### src/rtl/spu_pkg.sv
// spu_pkg: shared types and constants for the SPU issue router.
//   instr_t      - one decoded instruction as carried through the router
//   PAIR/HOLD    - router state encodings
//   SPU_*_W      - default field widths (REG_W default is SPU_REG_W)
package spu_pkg;

    localparam int unsigned SPU_REG_W  = 7;
    localparam int unsigned SPU_IMM_W  = 26;
    localparam int unsigned SPU_LAT_W  = 4;
    localparam int unsigned SPU_UNIT_W = 3;
    localparam int unsigned SPU_USE_W  = 3;

    // regs = {RA,RB,RC,RT}; srcs = {useRA,useRB,useRC}
    typedef struct packed {
        logic [4*SPU_REG_W-1:0] regs;
        logic [SPU_IMM_W-1:0]   imm;
        logic [SPU_LAT_W-1:0]   lat;
        logic [SPU_UNIT_W-1:0]  unit;
        logic                   we;
        logic                   even;
        logic [SPU_USE_W-1:0]   srcs;
    } instr_t;

    localparam logic [0:0] PAIR = 1'b0;
    localparam logic [0:0] HOLD = 1'b1;

endpackage

### src/rtl/spu_pair_hazard.sv
// spu_pair_hazard: combinational hazard detect for an in-order instruction pair.
//   inputs : slot valids, pipe selects, slot0 write enable, slot1 source enables,
//            both register tuples {RA,RB,RC,RT}
//   outputs: conflict (both need the same pipe), dep (slot1 reads slot0 RT),
//            split (pair must issue over two cycles)
module spu_pair_hazard #(
    parameter int unsigned REG_W = spu_pkg::SPU_REG_W
) (
    input  logic               s0_valid,
    input  logic               s1_valid,
    input  logic               s0_even,
    input  logic               s1_even,
    input  logic               s0_we,
    input  logic [2:0]         s1_use,
    input  logic [4*REG_W-1:0] s0_regs,
    input  logic [4*REG_W-1:0] s1_regs,
    output logic               conflict,
    output logic               dep,
    output logic               split
);

    logic [REG_W-1:0] s0_rt;
    logic [REG_W-1:0] s1_ra;
    logic [REG_W-1:0] s1_rb;
    logic [REG_W-1:0] s1_rc;
    logic [REG_W-1:0] s1_rt_unused;
    logic [3*REG_W-1:0] s0_src_unused;

    assign {s0_src_unused, s0_rt}       = s0_regs;
    assign {s1_ra, s1_rb, s1_rc, s1_rt_unused} = s1_regs;

    logic src_hit;
    assign src_hit = (s1_use[2] && (s1_ra == s0_rt)) ||
                     (s1_use[1] && (s1_rb == s0_rt)) ||
                     (s1_use[0] && (s1_rc == s0_rt));

    assign dep      = s0_valid && s1_valid && s0_we && src_hit;
    assign conflict = s0_valid && s1_valid && (s0_even == s1_even);
    assign split    = dep || conflict;

endmodule

### src/rtl/spu_issue_router.sv
// spu_issue_router: registered dual-issue steering of a decode pair onto the
// even/odd SPU pipe issue registers.
//   clk, reset        - clock, synchronous active-high reset
//   in_valid/in_ready - decode pair handshake (in_ready is combinational)
//   stall, flush      - downstream freeze / discard
//   s0_*, s1_*        - slot0 (older) and slot1 (younger) instruction fields
//   ev_*, od_*        - even/odd pipe issue registers
//   ev_older          - both pipes valid and the even one holds the older instruction
//   dual_cnt          - saturating count of pairs issued in one cycle
//   split_cnt         - saturating count of pairs split over two cycles
// Field widths other than CNT_W must match the spu_pkg defaults.
module spu_issue_router
    import spu_pkg::*;
#(
    parameter int unsigned REG_W  = SPU_REG_W,
    parameter int unsigned IMM_W  = SPU_IMM_W,
    parameter int unsigned LAT_W  = SPU_LAT_W,
    parameter int unsigned UNIT_W = SPU_UNIT_W,
    parameter int unsigned CNT_W  = 16
) (
    input  logic               clk,
    input  logic               reset,
    input  logic               in_valid,
    output logic               in_ready,
    input  logic               stall,
    input  logic               flush,
    input  logic               s0_valid,
    input  logic               s1_valid,
    input  logic               s0_even,
    input  logic               s1_even,
    input  logic               s0_we,
    input  logic               s1_we,
    input  logic [2:0]         s0_use,
    input  logic [2:0]         s1_use,
    input  logic [4*REG_W-1:0] s0_regs,
    input  logic [4*REG_W-1:0] s1_regs,
    input  logic [IMM_W-1:0]   s0_imm,
    input  logic [IMM_W-1:0]   s1_imm,
    input  logic [LAT_W-1:0]   s0_lat,
    input  logic [LAT_W-1:0]   s1_lat,
    input  logic [UNIT_W-1:0]  s0_unit,
    input  logic [UNIT_W-1:0]  s1_unit,
    output logic               ev_valid,
    output logic               od_valid,
    output logic [4*REG_W-1:0] ev_regs,
    output logic [4*REG_W-1:0] od_regs,
    output logic [IMM_W-1:0]   ev_imm,
    output logic [IMM_W-1:0]   od_imm,
    output logic [LAT_W-1:0]   ev_lat,
    output logic [LAT_W-1:0]   od_lat,
    output logic [UNIT_W-1:0]  ev_unit,
    output logic [UNIT_W-1:0]  od_unit,
    output logic               ev_we,
    output logic               od_we,
    output logic               ev_older,
    output logic [CNT_W-1:0]   dual_cnt,
    output logic [CNT_W-1:0]   split_cnt
);

    function automatic logic [CNT_W-1:0] sat_inc(input logic [CNT_W-1:0] v);
        return (v == {CNT_W{1'b1}}) ? v : v + 1'b1;
    endfunction

    logic [0:0]       state_q, state_d;
    instr_t           hold_q, hold_d;
    instr_t           ev_q, ev_d, od_q, od_d;
    logic             ev_valid_q, ev_valid_d, od_valid_q, od_valid_d;
    logic             ev_older_q, ev_older_d;
    logic [CNT_W-1:0] dual_q, dual_d, split_q, split_d;
    instr_t           i0, i1;
    logic             conflict, dep, split;

    spu_pair_hazard #(
        .REG_W (REG_W)
    ) u_hazard (
        .s0_valid (s0_valid),
        .s1_valid (s1_valid),
        .s0_even  (s0_even),
        .s1_even  (s1_even),
        .s0_we    (s0_we),
        .s1_use   (s1_use),
        .s0_regs  (s0_regs),
        .s1_regs  (s1_regs),
        .conflict (conflict),
        .dep      (dep),
        .split    (split)
    );

    assign in_ready = (state_q == PAIR) && !stall;

    always_comb begin
        i0 = '{regs: s0_regs, imm: s0_imm, lat: s0_lat, unit: s0_unit,
               we: s0_we, even: s0_even, srcs: s0_use};
        i1 = '{regs: s1_regs, imm: s1_imm, lat: s1_lat, unit: s1_unit,
               we: s1_we, even: s1_even, srcs: s1_use};

        state_d    = state_q;
        hold_d     = hold_q;
        ev_d       = ev_q;
        od_d       = od_q;
        ev_valid_d = ev_valid_q;
        od_valid_d = od_valid_q;
        ev_older_d = ev_older_q;
        dual_d     = dual_q;
        split_d    = split_q;

        if (flush) begin
            // Wins over stall and over any acceptance this cycle.
            ev_valid_d = 1'b0;
            od_valid_d = 1'b0;
            ev_older_d = 1'b0;
            state_d    = PAIR;
            hold_d     = '0;
        end else if (!stall) begin
            // Every non-stalled cycle reloads the valids so nothing issues twice.
            ev_valid_d = 1'b0;
            od_valid_d = 1'b0;
            ev_older_d = 1'b0;
            if (state_q == HOLD) begin
                if (hold_q.even) begin
                    ev_valid_d = 1'b1;
                    ev_d       = hold_q;
                end else begin
                    od_valid_d = 1'b1;
                    od_d       = hold_q;
                end
                hold_d  = '0;
                state_d = PAIR;
            end else if (in_valid) begin
                if (s0_valid) begin
                    if (i0.even) begin
                        ev_valid_d = 1'b1;
                        ev_d       = i0;
                    end else begin
                        od_valid_d = 1'b1;
                        od_d       = i0;
                    end
                end
                if (split) begin
                    hold_d  = i1;
                    state_d = HOLD;
                    split_d = sat_inc(split_q);
                end else begin
                    if (s1_valid) begin
                        if (i1.even) begin
                            ev_valid_d = 1'b1;
                            ev_d       = i1;
                        end else begin
                            od_valid_d = 1'b1;
                            od_d       = i1;
                        end
                    end
                    if (s0_valid && s1_valid) begin
                        ev_older_d = s0_even;
                        dual_d     = sat_inc(dual_q);
                    end
                end
            end
        end
    end

    always_ff @(posedge clk) begin
        if (reset) begin
            state_q    <= PAIR;
            hold_q     <= '0;
            ev_q       <= '0;
            od_q       <= '0;
            ev_valid_q <= 1'b0;
            od_valid_q <= 1'b0;
            ev_older_q <= 1'b0;
            dual_q     <= '0;
            split_q    <= '0;
        end else begin
            state_q    <= state_d;
            hold_q     <= hold_d;
            ev_q       <= ev_d;
            od_q       <= od_d;
            ev_valid_q <= ev_valid_d;
            od_valid_q <= od_valid_d;
            ev_older_q <= ev_older_d;
            dual_q     <= dual_d;
            split_q    <= split_d;
        end
    end

    assign ev_valid  = ev_valid_q;
    assign od_valid  = od_valid_q;
    assign ev_regs   = ev_q.regs;
    assign od_regs   = od_q.regs;
    assign ev_imm    = ev_q.imm;
    assign od_imm    = od_q.imm;
    assign ev_lat    = ev_q.lat;
    assign od_lat    = od_q.lat;
    assign ev_unit   = ev_q.unit;
    assign od_unit   = od_q.unit;
    assign ev_we     = ev_q.we;
    assign od_we     = od_q.we;
    assign ev_older  = ev_older_q;
    assign dual_cnt  = dual_q;
    assign split_cnt = split_q;

    // Pipe select and source enables are not forwarded downstream.
    logic unused_fields;
    assign unused_fields = ^{ev_q.srcs, ev_q.even, od_q.srcs, od_q.even, hold_q.srcs};

endmodule

### config.mk
export PLATFORM = sky130hd
export DESIGN_NAME = spu_issue_router
export DESIGN_NICKNAME = d
export VERILOG_FILES = /design/src/rtl/spu_pkg.sv /design/src/rtl/spu_pair_hazard.sv /design/src/rtl/spu_issue_router.sv
export SDC_FILE = /design/constraint.sdc
export NUM_CORES = 1
export LEC_CHECK = 0
export ABC_AREA = 0
export BUFFER_PORTS_ARGS = -buffer_cell sky130_fd_sc_hd__buf_4
export CORE_UTILIZATION = 45
export CTS_CLUSTER_DIAMETER = 60
export DETAILED_ROUTE_END_ITERATION = 16
export GPL_TIMING_DRIVEN = 0
export PLACE_DENSITY = 0.72
export SLEW_MARGIN = 40
export SYNTH_ARGS = -nofsm -noshare
export SYNTH_HDL_FRONTEND = slang
export SYNTH_HIERARCHICAL = 1
export SYNTH_SLANG_ARGS = --single-unit
### constraint.sdc
create_clock -name clk -period 2.1 [get_ports clk]
set_input_delay 0.21 -clock clk [delete_from_list [all_inputs] [get_ports clk]]
set_output_delay 0.21 -clock clk [all_outputs]
set_load 0.01 [all_outputs]
### Yosys cells after proc, flatten, opt, wreduce, memory -nomap -nowiden

Index checks and enable logic that the tools add are counted.

| storage, ports and cells | value |
|---|---|
| register bits | 234 |
| bits of input ports | 139 |
| output and inout port bits | 160 |
| word-level logic and storage cells | 105 |

| cells by class | value |
|---|---|
| add/subtract/negate cells | 2 |
| equality and inequality tests | 8 |
| mux-type cells | 42 |
| bitwise gates (word level) | 6 |
| reduce and logical (&&, ||, !) cells | 20 |

Operator list:

| operator | number |
|---|---|
| $mux W66 | 19 |
| $add A16 B1 Y16 const B | 2 |
| $eq A16 B16 Y1 const B | 2 |
| $mux W1 | 23 |
| $eq A7 B7 Y1 | 3 |
| $logic_and A1 B1 Y1 | 8 |
| $reduce_and A4 Y1 | 2 |
| $reduce_and A7 Y1 | 1 |
| $not A1 Y1 | 6 |
| $reduce_and A6 Y1 | 1 |
| $reduce_bool A2 Y1 | 2 |
| $logic_or A1 B1 Y1 | 3 |
| $reduce_and A3 Y1 | 1 |
| $ne A2 B1 Y1 const B | 1 |
| $ne A2 B2 Y1 const B | 1 |
| $reduce_or A2 Y1 | 1 |
| $eq A1 B1 Y1 | 1 |
| $logic_not A1 Y1 | 1 |

### Logic depth before layout (Yosys ltp)

Gate-level depths: netlist of run 1.

| depth | value |
|---|---|
| depth after elaboration | 9 |
| mapped depth | 11 |

### Hierarchy

The synthesis of run 1 kept the hierarchy.

Modules (own cells, without submodules):

| module | times used | cells each | area each (µm²) | seq. area each (µm²) |
|---|---|---|---|---|
| spu_issue_router | 1 | 1421 | 11452.2 | 4464.3 |
| spu_pair_hazard | 1 | 37 | 281.5 | 0.0 |

### Least setup slack after synthesis of run 1

OpenSTA, ideal clock, no wires.

| timing path | value |
|---|---|
| kind | input-to-reg |
| from | input port s0_regs[1] |
| to | register split_q[6] (netlist: split_cnt[6]) |
| setup time | 0.123 ns |
| arrival time | 2.190 ns |
| required time | 1.977 ns |
| slack | -0.214 ns |
| stages on the path | 10 |
| cell sequence | xor2_1 nor4_1 nand4_1 and2_1 a22oi_2 and4bb_2 nand2_2 buf_6 nor4_1 mux2_1 |

| on the way | value |
|---|---|
| cells in the longest elaborated chain, start to end | 7 |

Ends and longest elaborated chain:

| what | RTL line | RTL |
|---|---|---|
| start, declared | spu_issue_router.sv:35 | `input logic [4*REG_W-1:0] s0_regs,` |
| $eq A7 B7 Y1 (on tied branches) | spu_pair_hazard.sv:33, spu_pair_hazard.sv:34 |  |
| $logic_and A1 B1 Y1 (on tied branches) | spu_pair_hazard.sv:33, spu_pair_hazard.sv:34 |  |
| $logic_or A1 B1 Y1 | spu_pair_hazard.sv:33 | `assign src_hit = (s1_use[2] && (s1_ra == s0_rt)) \|\|` |
| $logic_or A1 B1 Y1 (*) | spu_pair_hazard.sv:34 | `(s1_use[1] && (s1_rb == s0_rt)) \|\|` |
| $logic_and A1 B1 Y1 (*) | spu_pair_hazard.sv:37 | `assign dep = s0_valid && s1_valid && s0_we && src_hit;` |
| $logic_or A1 B1 Y1 (*) | spu_pair_hazard.sv:39 | `assign split = dep \|\| conflict;` |
| net split | spu_issue_router.sv:71 | `logic conflict, dep, split;` |
| $reduce_and A6 Y1 (no source line) (*) | - |  |
| end signal, assigned | spu_issue_router.sv:182 | `split_q <= split_d;` |
| end, declared | spu_issue_router.sv:69 | `logic [CNT_W-1:0] dual_q, dual_d, split_q, split_d;` |

The timed path passes the listed nets; every way through them passes the cells marked *.
A chain may end at the register's enable or synchronous reset.

### Worst setup path in the final report of run 1

| timing path | value |
|---|---|
| from | input port s1_regs[15] |
| to | register split_q[3] (netlist: split_cnt[3]) |

| on the way | value |
|---|---|
| cells in the longest elaborated chain, start to end | 7 |

Ends and longest elaborated chain:

| what | RTL line | RTL |
|---|---|---|
| start, declared | spu_issue_router.sv:36 | `input logic [4*REG_W-1:0] s1_regs,` |
| $eq A7 B7 Y1 | spu_pair_hazard.sv:34 |  |
| $logic_and A1 B1 Y1 | spu_pair_hazard.sv:34 |  |
| $logic_or A1 B1 Y1 | spu_pair_hazard.sv:33 |  |
| $logic_or A1 B1 Y1 | spu_pair_hazard.sv:34 |  |
| $logic_and A1 B1 Y1 | spu_pair_hazard.sv:37 |  |
| $logic_or A1 B1 Y1 | spu_pair_hazard.sv:39 |  |
| net split | spu_issue_router.sv:71 |  |
| $reduce_and A6 Y1 (no source line) | - |  |

The timed path passes the listed nets, and every way through them passes these cells.

==> results.py, run 1 <==
metrics = {
    "sta": {
        "finalSetupViolCount": 57,
        "fin_crit_sh_pct": 106,
        "maxSlewViolCount": 0,
        "whs_ps": 25.8,
        "worst_pin_slew_ps": 827,
        "clock_skew_ps": 11.2,
        "relSlewSlack_pct": 44.9,
        "max_freq_mhz": 451,
        "timing.final.ws_setup_ps": -120,
        "period_minus_slack_ps": 2220,
        "hold_viol": 0,
        "rsz0062_at_grt": "yes",
    },
    "clock_tree": {
        "cts_tree": "built",
        "clock_sinks": 223,
        "cts-root-buf": "clkbuf_16",
        "h-tree-depth": 1,
        "cts_made_buffers": 27,
        "clk_path_buf_depth": 3,
        "clk_latency_ps": 530,
        "clk_pin_slew_ps": 60,
    },
    "floorplan": {
        "num_rows": 58,
        "dieHeight_um": 163,
        "top_level_ports": 299,
        "coreArea_um2": 25400,
        "dieArea_um2": 26700,
        "die_w_um": 163,
        "initial_core_util_pct": 46.2,
    },
    "power_and_ir_drop": {
        "powerDensity_nw_per_um2": 666,
        "swShare_pct": 27.1,
        "power_switching_uw": 3060,
        "pwr-share-clk_pct": 42.5,
        "seq_power_share_pct": 39.7,
        "cellLeakagePower_uw": 0.00660,
        "intPower_uw": 8230,
        "power_frac_comb_pct": 17.8,
        "ir_drop_mv": 0.555,
    },
    "logic_synthesis": {
        "yosysWarningCount": 6,
        "syn_inst": 1456,
        "syn_nets": 1597,
        "syn-cell-area_um2": 11700,
        "avgSynthCellArea_um2": 8.05,
    },
    "placed_design": {
        "dpl.hpwl_um": 32900,
        "dp.cells": 2079,
        "place_congestion": 0.911,
        "port_buffers": 293,
    },
    "cells_and_area": {
        "final_nets": 2008,
        "layout.cells.most_common": "buf_4",
        "final_cell_mix": "buf_4, nor2_1, dfxtp_1",
        "fin_cells": 2217,
        "area_delta_synth_final_pct": 44.5,
        "drive_above_1_share_pct": 27.6,
    },
    "global_routing": {
        "grt.overflow.total": 0,
        "antenna_found_initial": 1,
        "grt_pass1_vias": 13200,
        "grt_max_degree": 13,
        "grt_pass1_wl_um": 74100,
        "grt_usage_pct": 35.3,
    },
    "critical_path": {
        "worstPathMaxFanout": 5,
        "worstSetupPathType": "in2reg",
        "crit_buf_inv": 3,
        "start_kind": "input pin",
        "critPathRequiredTime_ps": 2560,
        "cp_top_family": "simple AND/OR/NAND/NOR gates",
        "cpPeakStageDelay_ps": 490,
        "cp_slowest_cell": "or4_1",
        "crit_chain": "buf_8 -> xor2_2 -> nor4_2 -> nand4_1 -> and2_4 -> a22oi_2 -> buf_4 -> and4bb_4 -> nand2_4 -> buf_6 -> or4_1 -> a21oi_1",
        "arrival_ps": 2670,
        "cp-end-kind": "flip-flop",
    },
    "route": {
        "vias": 14100,
        "drtIter0Drc": 1491,
        "post_drt_wl_per_cell_um": 22.1,
        "drt_first_pass_iters": 6,
        "wl_um": 49100,
        "ant_nets": 0,
        "drt-vias-per-instance": 6.35,
        "drc": 0,
    },
    "min_path": {
        "hold_path_class": "in2reg",
    },
    "run_status": {
        "status": "finished, violations left",
        "violations": "setup timing",
    },
    "flow_run": {
        "drv_cap": 0,
    },
}
## power groups by stage
stage | combinational (uW) | clock, uW | sequential (uW)
2_1_floorplan | 846 | 0 | 4590
3_3_place_gp | 1640 | 0 | 4560
3_5_place_dp | 1670 | 0 | 4560
4_1_cts | 1860 | 4790 | 4470
5_1_grt | 2130 | 4960 | 4490
6_report | 2010 | 4800 | 4480
## metrics by stage
step           cell area [um^2]  setup TNS, ps  power (uW)  setup slack [ps]  util, %
2_1_floorplan             11800          -1700        5440              -161        -
3_3_place_gp              14400        -148240        6200              -882     56.8
3_5_place_dp              14400        -158020        6230              -945     56.8
4_1_cts                   16500           -437       11100             -78.3     64.8
5_1_grt                   16900          -6390       11600              -131     66.7
6_report                  16900          -1450       11300              -120     66.7
## worst min-delay path: stages
cell	delay, ps
buf_4	140
nand4_1	90
a21oi_1	70
## layer usage
metal / part of all wire [%] / vias up / track usage (%)
met4: 3.8 / 0 / 14.4
li1: - / 6254 / -
met1: 40 / 6755 / 46.3
met5: 0 / - / 0
met2: 46 / 934 / 56.5
met3: 10 / 133 / 6.73
## worst paths after layout
check | from | end | slack [ps] | cells after the start
worst min register to register | ev_older$_SDFFE_PP0N_ | ev_older$_SDFFE_PP0N_ | 480 | 2
worst max register to register | state_q$_SDFFE_PP0N_ | ev_imm[25]$_SDFFE_PP0P_ | 60 | 6
worst max-delay path | s1_regs[15] | split_cnt[3]$_SDFFE_PP0P_ | -120 | 12
worst min-delay path | in_valid | ev_older$_SDFFE_PP0N_ | 30 | 3
## timing repair
item,in CTS,in global routing
setup endpoints to repair,205,191
setup buffers,19,2
hold endpoints to repair,64,0
pin swaps,33,62
gates resized for setup,71,129
gates cloned,4,4
hold buffers,63,0
## registers in the layout, summed over array words and instances (netlist names), 3 cells and up
name	count
od_regs	28
ev_unit	3
ev_regs	28
hold_q	63
split_cnt	16
od_imm	26
od_lat	4
ev_lat	4
ev_imm	26
dual_cnt	16
od_unit	3
## area by class of cell
type	count	area [um^2]
antenna	1	2.50
buffer	136	947
clock buffer	41	808
clock inverter	7	92.6
fill	2146	8450
inverter	6	22.5
multi-input combinational	1089	7010
sequential	223	4460
tap	330	413
timing repair buffer	384	3190
No activity file was read; power rests on OpenSTA's default activity.
==> run 2, diff against run 1 <==
--- a/config.mk
+++ b/config.mk
@@ -5,8 +5,9 @@
 export SDC_FILE = /design/constraint.sdc
 export NUM_CORES = 1
 export LEC_CHECK = 0
-export ABC_AREA = 0
+export ABC_AREA = 1
 export BUFFER_PORTS_ARGS = -buffer_cell sky130_fd_sc_hd__buf_4
+export CORE_MARGIN = 4
 export CORE_UTILIZATION = 45
 export CTS_CLUSTER_DIAMETER = 60
 export DETAILED_ROUTE_END_ITERATION = 16
==> run 2 against run 1 <==
  * The run now ends clean
  * Core utilization fell by 5.1 points
  * Synthesized cell count rose by 34%
  * Wire length rose by 6.2%
==> results.py, run 2 <==
metrics = {
    "sta": {
        "fin_crit_sh_pct": 98.0,
        "worst_pin_slew_ps": 788,
        "maxSlewViolCount": 0,
        "relSlewSlack_pct": 47.5,
        "max_freq_mhz": 486,
        "setup-tns-final_ps": 0,
        "rsz0062_at_grt": "yes",
        "hold_viol": 0,
        "clock_skew_ps": 13.6,
        "period_minus_slack_ps": 2060,
        "whs_ps": 33.5,
        "finalSetupViolCount": 0,
    },
    "critical_path": {
        "start_kind": "input pin",
        "crit_chain": "buf_4 -> inv_2 -> nand2_1 -> nand2_1 -> inv_1 -> nand2_1 -> nor2_1 -> nand2_1 -> nand3_1 -> nand2_1 -> nand2_1 -> nor3_2 -> inv_2 -> buf_4 -> clkbuf_2 -> o211ai_1 -> a21oi_1",
        "worstSetupPathType": "in2reg",
        "r2r_end": "od_imm[19]$_SDFFE_PP0P_",
        "cp_slowest_cell": "nor3_2",
        "cp-end-kind": "flip-flop",
        "arrival_ps": 2480,
        "critPathRequiredTime_ps": 2520,
        "worstPathMaxFanout": 10,
        "reg2reg_slack_ps": 70,
        "crit_top_cell": "nand2_1",
        "cp_num_cells": 17,
        "crit_buf_inv": 6,
        "cp_top_family": "simple AND/OR/NAND/NOR gates",
        "rr_startpoint": "state_q$_SDFFE_PP0N_",
        "cpPeakStageDelay_ps": 260,
        "reg2regPathDepth": 5,
    },
    "clock_tree": {
        "cts_tree": "built",
        "cts_made_buffers": 27,
        "h-tree-depth": 1,
        "clk_path_buf_depth": 3,
        "cts-root-buf": "clkbuf_16",
        "clock_sinks": 223,
        "clk_latency_ps": 550,
        "clk_pin_slew_ps": 60,
    },
    "floorplan": {
        "initial_core_util_pct": 45.6,
        "dieArea_um2": 30000,
        "dieHeight_um": 173,
        "die_w_um": 173,
        "coreArea_um2": 27000,
        "num_rows": 60,
        "top_level_ports": 299,
    },
    "global_routing": {
        "grt_pass1_vias": 14800,
        "grt_pass1_wl_um": 80000,
        "grt.overflow.total": 0,
        "grt_usage_pct": 32.4,
        "grt_max_degree": 14,
        "antenna_found_initial": 0,
    },
    "min_path": {
        "hold_path_class": "in2reg",
        "min_to": "ev_regs[18]$_SDFFE_PP0P_",
        "min_from": "s1_regs[18]",
        "hold-path-cell-count": 3,
    },
    "power_and_ir_drop": {
        "swShare_pct": 28.2,
        "intPower_uw": 8110,
        "ir_drop_mv": 0.673,
        "power_frac_comb_pct": 16.7,
        "cellLeakagePower_uw": 0.00765,
        "power_switching_uw": 3190,
        "pwr-share-clk_pct": 43.5,
        "powerDensity_nw_per_um2": 680,
        "seq_power_share_pct": 39.8,
    },
    "cells_and_area": {
        "largest_register_ffs": 63,
        "top_register": "hold_q",
        "layout.cells.most_common": "nand2_1",
        "final_area_um2": 16600,
        "multi_input_area_um2": 6810,
        "seq_area_um2": 4470,
        "area_delta_synth_final_pct": 35.1,
        "fillCellCount": 2554,
        "drive_above_1_share_pct": 18.3,
        "final_util_pct": 61.7,
        "final_nets": 2484,
        "final_cell_mix": "nand2_1, nor2_1, buf_4",
    },
    "flow_run": {
        "drv_cap": 0,
    },
    "run_status": {
        "status": "finished, final reports clean",
    },
    "route": {
        "drt_first_pass_iters": 8,
        "post_drt_wl_per_cell_um": 19.3,
        "drtIter0Drc": 1880,
        "drt-vias-per-instance": 5.74,
        "ant_nets": 0,
        "vias": 15500,
        "wl_um": 52100,
        "drc": 0,
    },
    "placed_design": {
        "placed_area_um2": 14900,
        "place_congestion": 0.911,
        "dpl.hpwl_um": 36200,
        "port_buffers": 294,
    },
    "logic_synthesis": {
        "avgSynthCellArea_um2": 6.30,
        "yosysWarningCount": 6,
        "syn_nets": 2093,
        "syn-cell-area_um2": 12300,
        "syn_inst": 1952,
    },
}
## run 2: worst reg2reg max path, cell delays in order (launching register included)
cell and delay [ps]:
dfxtp_1 380, inv_2 240, clkbuf_2 400, clkbuf_1 580, o211ai_1 190, a21oi_1 180
## run 2: power groups by stage
stage | Sequential [uW] | Clock, uW | Combinational (uW)
2_1_floorplan | 4610 | 0 | 829
3_3_place_gp | 4580 | 0 | 1680
3_5_place_dp | 4580 | 0 | 1710
4_1_cts | 4490 | 4930 | 1830
5_1_grt | 4510 | 5090 | 2030
6_report | 4500 | 4910 | 1890
## run 2: worst max path at each step
stage,from,to,slack [ps]
6_report,s0_regs[3],ev_imm[4]$_SDFFE_PP0P_,40
5_1_grt,s0_regs[3],hold_q[25]$_SDFFE_PP0P_,-50
4_1_cts,s0_regs[3],ev_imm[8]$_SDFFE_PP0P_,20
3_5_place_dp,s0_regs[3],ev_unit[0]$_SDFFE_PP0P_,-760
3_3_place_gp,s0_regs[6],ev_unit[0]$_SDFFE_PP0P_,-730
2_1_floorplan,s0_regs[1],od_imm[12]$_SDFFE_PP0P_,300
## run 2: timing repair
item,CTS,global route
endpoints found under the setup margin,71,135
resized for setup,9,41
pin swaps,1,1
endpoints found under the hold margin,74,0
buffers inserted,3,0
hold buffers,66,0
## run 2: metal layers
layer  routed length, um  global-route usage (%)  vias up
li1                    -                       -     7225
met1               20700                    43.1     7156
met2               23400                    51.9     1020
met3                5830                    5.74      144
met4                2120                    13.7        0
met5                   0                       0        -
## run 2: area by class of cell
class / instances / share of cell area, %
plain buffers: 132 / 3.56
clock inverters: 13 / 0.926
inverters: 135 / 3.05
flip-flops and latches: 223 / 26.9
multi-input cells: 1461 / 41.0
well taps: 341 / 2.57
clock buffers: 37 / 4.65
diodes: 1 / 0.0151
repair buffers: 363 / 17.4
## run 2: metrics by stage
stage	power (uW)	worst slack (ps)	instances
finish	11300	43.0	2706
global route	11600	-54.1	2705
CTS	11200	22.2	2706
detailed placement	6290	-764	2587
global placement	6260	-730	2587
floorplan	5430	301	1952
